[src/rtl/conv_ctrl_pkg.sv]
// Shared definitions for the convolution adder-tree sequencer.
// Holds datapath widths, adder latency, FIFO depth, the controller state
// encoding, the tag carried alongside each beat and a sign-extension helper.
package conv_ctrl_pkg;

  localparam int unsigned ADD_LAT    = 2;   // adder-tree latency in cycles
  localparam int unsigned FIFO_DEPTH = 4;   // completed-pixel FIFO depth
  localparam int unsigned ACC_W      = 32;  // accumulator / output width
  localparam int unsigned DIN_W      = 24;  // adder-tree result width
  localparam int unsigned PASS_W     = 6;   // pass counter width
  localparam int unsigned PIX_W      = 16;  // pixel counter width
  localparam int unsigned CREDIT_W   = $clog2(FIFO_DEPTH + 1);

  typedef enum logic [1:0] {
    StIdle  = 2'd0,
    StRun   = 2'd1,
    StDrain = 2'd2,
    StDone  = 2'd3
  } state_e;

  // Travels with each accepted beat so it lines up with add_dout.
  typedef struct packed {
    logic valid;
    logic first;
    logic last;
  } tag_t;

  function automatic logic signed [ACC_W-1:0] sext_din(input logic signed [DIN_W-1:0] d);
    return {{(ACC_W - DIN_W){d[DIN_W-1]}}, d};
  endfunction

endpackage

[src/rtl/conv_acc_fifo.sv]
// Synchronous FIFO holding completed pixel sums.
// Ports:
//   clk_i, rst_ni      clock, asynchronous active-low reset
//   push_i, wdata_i    write strobe and data (ignored when full)
//   pop_i              read strobe (ignored when empty)
//   rdata_o            head entry
//   full_o, empty_o    occupancy flags
// Depth must be a power of two.
module conv_acc_fifo
  import conv_ctrl_pkg::*;
#(
  parameter int unsigned Depth = FIFO_DEPTH,
  parameter int unsigned Width = ACC_W
) (
  input  logic             clk_i,
  input  logic             rst_ni,
  input  logic             push_i,
  input  logic [Width-1:0] wdata_i,
  input  logic             pop_i,
  output logic [Width-1:0] rdata_o,
  output logic             full_o,
  output logic             empty_o
);

  localparam int unsigned AddrW = $clog2(Depth);

  logic [Width-1:0] mem_q [Depth];
  logic [AddrW:0]   wr_ptr_q;
  logic [AddrW:0]   rd_ptr_q;
  logic             do_push;
  logic             do_pop;

  // Extra pointer MSB distinguishes full from empty.
  assign empty_o = (wr_ptr_q == rd_ptr_q);
  assign full_o  = (wr_ptr_q[AddrW] != rd_ptr_q[AddrW]) &&
                   (wr_ptr_q[AddrW-1:0] == rd_ptr_q[AddrW-1:0]);
  assign do_push = push_i && !full_o;
  assign do_pop  = pop_i && !empty_o;
  assign rdata_o = mem_q[rd_ptr_q[AddrW-1:0]];

  always_ff @(posedge clk_i or negedge rst_ni) begin
    if (!rst_ni) begin
      wr_ptr_q <= '0;
      rd_ptr_q <= '0;
      for (int unsigned i = 0; i < Depth; i++) begin
        mem_q[i] <= '0;
      end
    end else begin
      if (do_push) begin
        mem_q[wr_ptr_q[AddrW-1:0]] <= wdata_i;
        wr_ptr_q <= wr_ptr_q + 1'b1;
      end
      if (do_pop) begin
        rd_ptr_q <= rd_ptr_q + 1'b1;
      end
    end
  end

endmodule

[src/rtl/conv_add_seq_ctrl.sv]
// Sequencer for a convolution adder tree. Walks a job of num_pix output
// pixels, each built from num_pass channel-pair beats, gates the bias on the
// first pass of each pixel, accumulates the delayed adder-tree results and
// queues each finished pixel sum for downstream.
// Ports:
//   sclk, s_rst_n               clock, asynchronous active-low reset
//   start, cfg_num_pass/pix     job start pulse and job shape (sampled on start)
//   in_valid / in_ready         upstream beat handshake
//   bias_enable                 bias gate to the adder tree
//   add_dout                    adder-tree result, ADD_LAT cycles after a beat
//   acc_out, acc_valid/ready    completed pixel sum stream
//   busy, done                  job status; done pulses for one cycle
module conv_add_seq_ctrl
  import conv_ctrl_pkg::*;
(
  input  logic                    sclk,
  input  logic                    s_rst_n,
  input  logic                    start,
  input  logic [PASS_W-1:0]       cfg_num_pass,
  input  logic [PIX_W-1:0]        cfg_num_pix,
  input  logic                    in_valid,
  output logic                    in_ready,
  output logic                    bias_enable,
  input  logic signed [DIN_W-1:0] add_dout,
  output logic signed [ACC_W-1:0] acc_out,
  output logic                    acc_valid,
  input  logic                    acc_ready,
  output logic                    busy,
  output logic                    done
);

  state_e                  state_q;
  logic [PASS_W-1:0]       num_pass_q;
  logic [PIX_W-1:0]        num_pix_q;
  logic [PASS_W-1:0]       pass_cnt_q;
  logic [PIX_W-1:0]        pix_cnt_q;
  logic [CREDIT_W-1:0]     credit_q;
  tag_t                    tag_q [ADD_LAT];
  logic signed [ACC_W-1:0] acc_q;

  logic                    last_pass;
  logic                    last_pix;
  logic                    accept;
  logic                    credit_dec;
  logic                    pop;
  logic                    pipe_empty;
  tag_t                    tag_in;
  tag_t                    tag_out;
  logic signed [ACC_W-1:0] add_ext;
  logic signed [ACC_W-1:0] acc_sum;
  logic                    push;
  logic [ACC_W-1:0]        fifo_rdata;
  logic                    fifo_empty;
  logic                    unused_fifo_full;

  assign last_pass   = (pass_cnt_q == num_pass_q - PASS_W'(1));
  assign last_pix    = (pix_cnt_q == num_pix_q - PIX_W'(1));
  // Last-pass beats are held back while no FIFO slot is reserved for them.
  assign in_ready    = (state_q == StRun) && ((credit_q != '0) || !last_pass);
  assign bias_enable = (state_q == StRun) && (pass_cnt_q == '0);
  assign accept      = in_valid && in_ready;
  assign credit_dec  = accept && last_pass;
  assign acc_valid   = !fifo_empty;
  assign pop         = acc_valid && acc_ready;
  assign acc_out     = fifo_rdata;
  assign busy        = (state_q != StIdle);
  assign done        = (state_q == StDone);

  always_comb begin
    tag_in       = '0;
    tag_in.valid = accept;
    tag_in.first = accept && (pass_cnt_q == '0);
    tag_in.last  = credit_dec;
  end

  always_comb begin
    pipe_empty = 1'b1;
    for (int unsigned i = 0; i < ADD_LAT; i++) begin
      if (tag_q[i].valid) begin
        pipe_empty = 1'b0;
      end
    end
  end

  assign tag_out = tag_q[ADD_LAT-1];
  assign add_ext = sext_din(add_dout);
  assign acc_sum = tag_out.first ? add_ext : acc_q + add_ext;
  assign push    = tag_out.valid && tag_out.last;

  // Controller FSM, job counters and FIFO credits.
  always_ff @(posedge sclk or negedge s_rst_n) begin
    if (!s_rst_n) begin
      state_q    <= StIdle;
      num_pass_q <= PASS_W'(1);
      num_pix_q  <= '0;
      pass_cnt_q <= '0;
      pix_cnt_q  <= '0;
      credit_q   <= CREDIT_W'(FIFO_DEPTH);
    end else begin
      case (state_q)
        StIdle: begin
          if (start) begin
            num_pass_q <= (cfg_num_pass == '0) ? PASS_W'(1) : cfg_num_pass;
            num_pix_q  <= cfg_num_pix;
            pass_cnt_q <= '0;
            pix_cnt_q  <= '0;
            state_q    <= (cfg_num_pix == '0) ? StDone : StRun;
          end
        end
        StRun: begin
          if (accept) begin
            if (last_pass) begin
              pass_cnt_q <= '0;
              if (last_pix) begin
                state_q <= StDrain;
              end else begin
                pix_cnt_q <= pix_cnt_q + PIX_W'(1);
              end
            end else begin
              pass_cnt_q <= pass_cnt_q + PASS_W'(1);
            end
          end
        end
        StDrain: begin
          if (pipe_empty && fifo_empty) begin
            state_q <= StDone;
          end
        end
        StDone: begin
          state_q <= StIdle;
        end
        default: begin
          state_q <= StIdle;
        end
      endcase

      case ({credit_dec, pop})
        2'b10:   credit_q <= credit_q - CREDIT_W'(1);
        2'b01:   credit_q <= credit_q + CREDIT_W'(1);
        default: credit_q <= credit_q;
      endcase
    end
  end

  // Tag pipe mirrors the adder-tree latency; it never stalls.
  always_ff @(posedge sclk or negedge s_rst_n) begin
    if (!s_rst_n) begin
      for (int unsigned i = 0; i < ADD_LAT; i++) begin
        tag_q[i] <= '0;
      end
      acc_q <= '0;
    end else begin
      tag_q[0] <= tag_in;
      for (int unsigned i = 1; i < ADD_LAT; i++) begin
        tag_q[i] <= tag_q[i-1];
      end
      if (tag_out.valid) begin
        acc_q <= acc_sum;
      end
    end
  end

  conv_acc_fifo #(
    .Depth(FIFO_DEPTH),
    .Width(ACC_W)
  ) u_fifo (
    .clk_i  (sclk),
    .rst_ni (s_rst_n),
    .push_i (push),
    .wdata_i(acc_sum),
    .pop_i  (pop),
    .rdata_o(fifo_rdata),
    .full_o (unused_fifo_full),
    .empty_o(fifo_empty)
  );

endmodule

[config.mk]
export PLATFORM = sky130hd
export DESIGN_NAME = conv_add_seq_ctrl
export DESIGN_NICKNAME = d
export VERILOG_FILES = /design/src/rtl/conv_ctrl_pkg.sv /design/src/rtl/conv_acc_fifo.sv /design/src/rtl/conv_add_seq_ctrl.sv
export SDC_FILE = /design/constraint.sdc
export NUM_CORES = 1
export LEC_CHECK = 0
export CAP_MARGIN = 20
export CORE_MARGIN = 5
export CORE_UTILIZATION = 60
export DETAILED_ROUTE_END_ITERATION = 12
export PLACE_DENSITY = 0.84
export SLEW_MARGIN = 5
export SYNTH_ARGS = -nofsm -noshare
export SYNTH_HDL_FRONTEND = slang
export SYNTH_SLANG_ARGS = --single-unit
[constraint.sdc]
create_clock -name sclk -period 4.3 [get_ports sclk]
set_clock_uncertainty 0.1 [all_clocks]
set_input_delay 0.86 -clock sclk [delete_from_list [all_inputs] [get_ports sclk]]
set_output_delay 0.86 -clock sclk [all_outputs]
set_load 0.01 [all_outputs]
==> results, run 1 <==
- The count of hold buffers inserted by post-cts repair is 0.
- Summing all placed instances gives a cell area of 13500 um2.
- The multiplexer share of the synthesized area is 9.00%.
- The number of failing hold endpoints at the final stage is 0.
- The combined area of the multi-input logic cells is 6340 um2.
- The Yosys warning count is 0.
- For this design the top-level I/O count stands at 88.
- On the critical path, the stage with the largest delay is an instance of sky130_fd_sc_hd__dfstp_2.
- Summing the areas of all fa, ha and maj instances in the mapped netlist gives 5.11% of the synthesized area.
- The kind of launch point of the worst setup path is a flop.
- In the final design database the tool counted 1439 nets.
- The library cell used most frequently in the layout, excluding fill and tap cells, is sky130_fd_sc_hd__dfrtp_1.
- Of the total power, registers draw 30.8%.
- Timing would allow up to 251 MHz.
- The relative contribution of combinational cells to total power is 43.3%.
- Synthesis produced a netlist with a net count of 1373.
- The number of search-and-repair iterations in the first detailed-routing pass is 6.
- The run finished with clean final reports.
- Among the stages of the critical path, the cell type that occurs most often is sky130_fd_sc_hd__nor2b_1.
- Traced cell by cell, the critical path runs through inv_1 -> ha_1 -> or3_1 -> a31oi_1 -> nand4_1 -> nor2b_1 -> nor2b_1 -> clkdlybuf4s50_1.
- After detailed routing, the number of remaining DRC violations is 0.
- The library cell used as clock root buffer is sky130_fd_sc_hd__clkbuf_16.
- The filler cells instantiated in the layout total 1427.
- The count of buffers added on input and output ports is 87.
- Once the floorplan was initialized, standard cells occupied 60.8% of the core.
- The largest single stage delay on the critical path is 0.56 ns.
- The cell area that synthesis handed to floorplanning was 12300 um2.
- The xor/xnor share of the synthesized area is 4.70%.
- The area growth from synthesis to layout is 16.8%.
- The post-route fraction of the period consumed by the critical path is 92.5%.
- The register-to-register setup slack is 0.72 ns.
- After the first detailed-routing iteration, the DRC count stood at 690.
- The number of rows created at floorplan is 52.
- Setup repair after global routing left no endpoint under its margin.
- Setup slack closes at 0.321 ns.
- The met3 routing resource usage after global routing is 3.36%.
- The count of flip-flops with a built-in enable after synthesis is 0.
- The first-pass GRT wire length is 49.5 mm.
- Leaving out fill and tap cells, the most frequent cells in the layout are sky130_fd_sc_hd__dfrtp_1 (217), sky130_fd_sc_hd__nand2_1 (176), sky130_fd_sc_hd__o21ai_0 (162), sky130_fd_sc_hd__nor2_1 (89), sky130_fd_sc_hd__a21oi_1 (88).
- The maximum number of buffers from clock root to sink is 3.
- The antenna diode instance count is 0.
- The clock share of power is 25.9%.
- The worst-case IR drop observed on VDD is 0.564 mV.
- The synthesized netlist devotes 14.7% of its cell area to simple gates.
- The worst endpoint data arrival time is 3.02 ns.
- Clock latency on the worst-skew pair, taken at its later pin, is 0.52 ns.
- The async set-reset flop share out of synthesis is 100%.
- Prior to clock tree synthesis, the placed netlist has a worst setup slack of 0.144 ns.
- For the pin with the worst max-slew slack, the measured transition is 1.02 ns.
- In the synthesized netlist, the number of instances is 1273.
- The detailed router placed 9860 vias in this run.
- The region available for standard cell placement spans 20200 um2.
- In this run the vertical extent of the chip is 153 um.
- In this run the power density over the cells is 609 nW/um2.
- The clock sink count is 221.
- The all-layer global routing usage is 25.2%.
- Dividing the detail-routed wire length by the instance count gives 18.2 um.
- The sum of overflow across all layers after global routing is 0.
- Setup violations remaining at the end of the flow were counted as 0.
- The share of synthesized area occupied by flip-flops and latches is 45.0%.
- The maximum fanout along the worst path is 6.
- The final weighted congestion of routability-driven global placement is 0.884.
- The mean post-synth cell area is 9.66 um2.
- The main combinational cell family by area after synthesis is compound AO/OA/AOI/OAI gates.
- The most used flip-flop cell after synthesis is sky130_fd_sc_hd__dfrtp_1.
- After detailed routing, the total wire length is 29.6 mm.
- The clock transition at the registers of the reported paths is 0.06 ns.
- The path category of the worst min-delay check is in2async.
- The netlist uses 71 different library cells.
- The switching share of power is 39.4%.
- The number of max-cap violations is 0.
- The via count of the first global-routing pass is 9774.
- The area of all placed cells without fillers is 14400 um2.
- The count of pins over their slew limit is 0.
- The net switching power of the design is 0.00345 W.
- The TritonCTS clock tree is built.
- Post-CTS repair changed the size of 0 cells.
- The detail route stage leaves a number of antenna-violating nets equal to 0.
- The met2 track utilization from global routing is 43.0%.
- The initial antenna violation count is 1.
- The HPWL reported at the end of detailed placement is 20.1 mm.
- The leakage component of the power is 6.34 nW.
- The headroom to the max-slew limit is 32.0%.
- CTS built an H-tree with a depth of 1.
- Summing the areas of all compound-gate instances in the mapped netlist gives 18.0% of the synthesized area.
- The cell internal power dissipation is 0.00530 W.
- The number of vias per cell after detailed routing is 6.06.
- The worst setup path is captured at an output port.
- Cells with a size suffix above 1 make up 12.0% of the layout.
- Measured along the x axis, the die boundary spans 153 um.
- The clock period minus worst slack is 3.98 ns.
- In the final timing run, aggregate negative setup slack is 0 ns.
- The startpoint-to-endpoint class of the critical path is reg2out.
- The met1 capacity usage during global routing is 34.5%.
- Entering global routing, the biggest net connects 89 pins.
- The synthesized design contains 221 register bits.
- In this run the most used layer during global routing was met2.
- In the final layout, flip-flops and latches occupy 5540 um2.
- Once the clock tree was built, the setup fixing pass inserted 0 buffers.
- For the worst setup path, the data required time is 3.34 ns.
- The floorplan step defined a die boundary enclosing 23500 um2.
- Counting the buffers created by CTS gives 24.
==> state kept, by name, indices dropped and copies added (netlist names) <==
name,flops
acc_q,32
credit_q,3
num_pass_q,6
num_pix_q,16
pass_cnt_q,6
pix_cnt_q,16
state_q,2
tag_out,3
tag_q,3
u_fifo.mem_q,128
u_fifo.rd_ptr_q,3
u_fifo.wr_ptr_q,3
==> cell families (layout without fill, tap and decap cells) <==
logic type,Yosys count,after routing
AO/OA/AOI/OAI,364,364
adder cells (fa/ha/maj),49,49
multiplexers,67,67
AND/OR/NAND/NOR,397,397
XOR/XNOR,66,66
flip-flops,221,221
buffers and inverters,109,193
==> layout make-up <==
| type | count | share of cell area, % |
|---|---|---|
| sequential | 221 | 38.5 |
| inverter | 29 | 0.758 |
| clock buffer | 29 | 4.53 |
| multi-input combinational | 943 | 44.2 |
| timing repair buffer | 120 | 8.09 |
| clock inverter | 15 | 1.54 |
| tap | 270 | 2.35 |
==> routing by layer <==
layer,routed length [um],vias up
met1,12800,4854
met4,581,2
met3,1620,52
met2,14600,289
met5,13,-
li1,-,4663
==> per-stage QoR <==
step	total power, W	utilization [%]	hold slack (ns)	instances
4_1_cts	0.00871	70.9	0.246	1626
2_1_floorplan	0.00525	-	0.231	1273
5_1_grt	0.00928	71.0	0.258	1627
6_report	0.00875	71.0	0.228	1627
3_5_place_dp	0.00641	66.6	0.247	1582
3_3_place_gp	0.00630	66.6	0.233	1582
==> power groups by stage <==
stage | logic, W | registers, W | clock network [W]
2_1_floorplan | 0.00263 | 0.00262 | 0
3_3_place_gp | 0.00360 | 0.00270 | 0
3_5_place_dp | 0.00370 | 0.00271 | 0
4_1_cts | 0.00375 | 0.00268 | 0.00228
5_1_grt | 0.00417 | 0.00273 | 0.00238
6_report | 0.00379 | 0.00269 | 0.00227
==> cell usage after synthesis (10+ instances only) <==
library cell	number	area [um2]
sky130_fd_sc_hd__dfrtp_1	219	5480
sky130_fd_sc_hd__nand2_1	180	676
sky130_fd_sc_hd__o21ai_0	162	811
sky130_fd_sc_hd__nor2_1	89	334
sky130_fd_sc_hd__a21oi_1	88	440
sky130_fd_sc_hd__clkbuf_1	67	251
sky130_fd_sc_hd__ha_1	47	588
sky130_fd_sc_hd__xnor2_1	47	412
sky130_fd_sc_hd__mux4_2	32	721
sky130_fd_sc_hd__inv_1	28	105
sky130_fd_sc_hd__a21o_1	25	188
sky130_fd_sc_hd__mux2_2	24	270
sky130_fd_sc_hd__nand3_1	19	95.1
sky130_fd_sc_hd__xor2_1	19	166
sky130_fd_sc_hd__and3_1	14	87.6
sky130_fd_sc_hd__nand4_1	14	87.6
sky130_fd_sc_hd__and2_1	13	81.3
sky130_fd_sc_hd__nor3_1	13	65.1
sky130_fd_sc_hd__nor2b_1	11	68.8
sky130_fd_sc_hd__nor4_1	11	68.8
sky130_fd_sc_hd__mux2i_1	10	100
sky130_fd_sc_hd__o31ai_1	10	75.1
==> path summary, 6_finish.rpt <==
path,startpoint,cells past startpoint,endpoint
max,num_pass_q[0],8,in_ready
max reg2reg,num_pass_q[0],10,pix_cnt_q[14]
min,s_rst_n,1,u_fifo.mem_q[77]
min reg2reg,tag_q[4],0,tag_out[1]
max in group asynchronous,s_rst_n,2,num_pix_q[5]
min in group sclk,tag_q[4],0,tag_out[1]
==> worst max-delay path: cells and delay by family, from the launching register on <==
kind            cells  cell delay (ns)
flops               1             0.56
compound gates      1             0.17
fa+ha+maj           1             0.22
buf+inv             2             0.55
simple gates        4             0.99
Power figures use the tool's default switching activity.
==> inputs of run 2 (changes only) <==
- CORE_UTILIZATION: 60 -> 54
- PLACE_DENSITY: 0.84 -> 0.8
- SETUP_SLACK_MARGIN: unset -> 0.15
- clock period: 4.3 -> 3.58 ns (I/O delays scaled with it)
==> results, run 2 (synthesis results as in run 1) <==
- The flow ran to the end, and the final reports show no timing, DRC or antenna violations.
- The number of vias per cell after detailed routing was 5.83 (-3.8%).
- The fraction of layout cells with a size suffix above 1 is 17.6% (+5.6 points).
- The worst setup path is captured at a flop.
- The all-layer global routing usage came to 23.1% (-2.1 points).
- The top achievable clock speed is 298 MHz.
- The most common cell after layout, fill and taps aside is sky130_fd_sc_hd__dfrtp_1.
- The number of buffers created by CTS is 24 (unchanged).
- The ratio of total power to cell area is 717 nW/um2 (+18%).
- The clock insertion delay at the later pin of the skew report came to 0.53 ns (about the same).
- The total number of H-tree levels is 1 (unchanged).
- The sum of overflow across all layers after global routing is 0 (unchanged).
- In the final layout, the registers with the most flip-flops are u_fifo.mem_q (128), acc_q (32).
- The number of top-level design ports was 88 (unchanged).
- The die boundary height is 161 um (+5.1%).
- The worst endpoint data arrival time is 3.68 ns (+0.66 ns).
- The number of failing hold endpoints at the final stage is 0 (unchanged).
- The die span in x is 161 um (+5.1%).
- The final weighted congestion of routability-driven global placement is 0.919 (+3.9%).
- More flip-flops sit in one register than any other, and that register is u_fifo.mem_q.
- The final setup violation count is 0 (unchanged).
- The layout-stage area growth over the synthesis result is 21.5%.
- The area of the placeable core is 22500 um2 (+11%).
- The number of search-and-repair iterations in the first detailed-routing pass is 5 (-1).
- The count of nets left with antenna violations after detail routing is 0 (unchanged).
- STA classifies the critical path startpoint as a primary input.
- The clock transition at the registers of the reported paths was 0.06 ns (about the same).
- The initial core utilization is 54.6% (-6.1 points).
- The clock share of power came to 22.3% (-3.6 points).
- The clock period minus worst slack is 3.36 ns.
- The number of max-cap violations was 0 (unchanged).
- The antenna diode instance count is 0 (unchanged).
- In the layout the commonest cells are sky130_fd_sc_hd__dfrtp_1 (217), sky130_fd_sc_hd__nand2_1 (176), sky130_fd_sc_hd__o21ai_0 (160), sky130_fd_sc_hd__buf_4 (109), sky130_fd_sc_hd__nor2_1 (89).
- The worst setup path is of the in2reg kind.
- Setup repair after global routing could not meet its margin everywhere.
- The clock sink count was 221 (unchanged).
- The number of DRC violations after detailed-routing iteration 0 is 769 (+11%).
- The transition time at the pin with the least slew margin is 0.747 ns (-0.269 ns).
- The minimum hold slack came to 0.0791 ns (-0.149 ns).
- The cell internal power dissipation came to 0.00660 W (+25%).
- The final net count is 1519 (+5.6%).
- The via count of the first global-routing pass came to 10100 (+3.3%).
- The flip-flop count of the largest register after layout came to 128 (unchanged).
- The first-pass GRT wire length was 50.1 mm (+1.2%).
- The largest net degree at the start of global routing is 96 (+7.9%).
- The leakage component of the power is 6.67 nW (+5.3%).
- The headroom to the max-slew limit is 50.2% (+18 points).
- The switching share of power is 38.4% (-1.0 points).
- The initial antenna violation count is 0 (-1).
- The total wire length after detailed routing was 29.8 mm (+0.67%).
- The number of rows created at floorplan is 55 (+5.8%).
- The post-route fraction of the period consumed by the critical path is 93.7%.
- The worst IR drop on VDD is 0.521 mV (-7.5%).
- The number of port buffers is 87 (unchanged).
- The HPWL reported at the end of detailed placement is 21.3 mm (+6.0%).
- The relative contribution of combinational cells to total power is 47.5% (+4.2 points).
- The maximum fanout along the worst path is 5 (-1).
- TritonCTS built the clock tree.
- The area of all placed cells without fillers was 14900 um2 (+4.0%).
- The worst endpoint required time came to 3.91 ns (+0.57 ns).
- In this run the worst hold path is classified as in2async.
- The net switching power of the design is 0.00411 W (+19%).
- The count of hold buffers inserted by post-cts repair came to 0 (unchanged).
- The area enclosed by the die boundary is 25900 um2 (+10%).
- The overall via count from detail_route was 10000 (+1.6%).
- The remaining routing DRC violations is 0 (unchanged).
- The share of total power in sequential cells was 30.2% (-0.6 points).
- The placement-stage cell area was 14100 um2 (+4.6%).
- The count of pins over their slew limit is 0 (unchanged).
- The maximum number of buffers from clock root to sink is 3 (unchanged).
- The routed length per placed instance was 17.4 um (-4.7%).
- The library cell used as clock root buffer is sky130_fd_sc_hd__clkbuf_16.
run 2: area by class of cell:
type,count,area [um2]
Fill cell,1716,7560
Multi-Input combinational cell,943,6410
Sequential cell,221,5540
Timing Repair Buffer,200,1770
Clock buffer,35,692
Tap cell,285,357
Inverter,29,109
Clock inverter,5,63.8
run 2: power groups by stage:
stage	clock [W]	combinational, W	sequential [W]
2_1_floorplan	0	0.00316	0.00314
3_3_place_gp	0	0.00481	0.00324
3_5_place_dp	0	0.00492	0.00326
4_1_cts	0.00242	0.00498	0.00322
5_1_grt	0.00253	0.00565	0.00328
6_report	0.00239	0.00509	0.00323
run 2: per-stage QoR:
step / setup slack, ns / setup TNS (ns) / instances / total power [W] / utilization, %
final: 0.224 / 0 / 1718 / 0.0107 / 66.4
after detailed placement: -0.323 / -13.43 / 1674 / 0.00818 / 62.6
after global placement: -0.264 / -10.18 / 1674 / 0.00805 / 62.6
after floorplan: 0.271 / 0 / 1273 / 0.00631 / -
after CTS: 0.120 / 0 / 1717 / 0.0106 / 66.1
after global routing: 0.114 / 0 / 1718 / 0.0115 / 66.4
run 2: worst paths after layout:
kind                                    start           endpoint  slack, ns  depth (start not counted)
worst min-delay path                  s_rst_n  u_fifo.mem_q[103]       0.08                          1
worst max-delay path              add_dout[6]   u_fifo.mem_q[29]       0.22                         10
max in group asynchronous             s_rst_n  u_fifo.mem_q[123]       2.37                          2
worst min register to register       tag_q[3]         tag_out[0]       0.25                          0
worst max register to register  num_pass_q[0]      pix_cnt_q[14]       0.26                         11
min in group sclk                    tag_q[3]         tag_out[0]       0.25                          0
run 2: layer usage:
metal	part of all wire [%]	wire, um	GRT usage [%]	vias to the layer above
li1	-	-	-	4798
met1	44	13200	31.6	4887
met2	48	14500	38.9	284
met3	5.1	1530	3.36	44
met4	2.2	666	5.85	0
met5	0	0	0	-
run 2: critical path, cell delays in order:
cell	delay (ns)
sky130_fd_sc_hd__clkdlybuf4s50_1	0.44
sky130_fd_sc_hd__ha_1	0.33
sky130_fd_sc_hd__a21o_1	0.17
sky130_fd_sc_hd__a221o_1	0.36
sky130_fd_sc_hd__o211a_1	0.24
sky130_fd_sc_hd__o2111a_1	0.26
sky130_fd_sc_hd__or4_1	0.52
sky130_fd_sc_hd__and3_1	0.20
sky130_fd_sc_hd__o31a_1	0.29
sky130_fd_sc_hd__o21ai_0	0.18
run 2: timing repair:
item	CTS	global route
buffers inserted	3	1
pin swaps	2	7
gates resized for setup	3	19
cloned	0	0
endpoints found under the setup margin	4	78
hold endpoints to repair	0	0
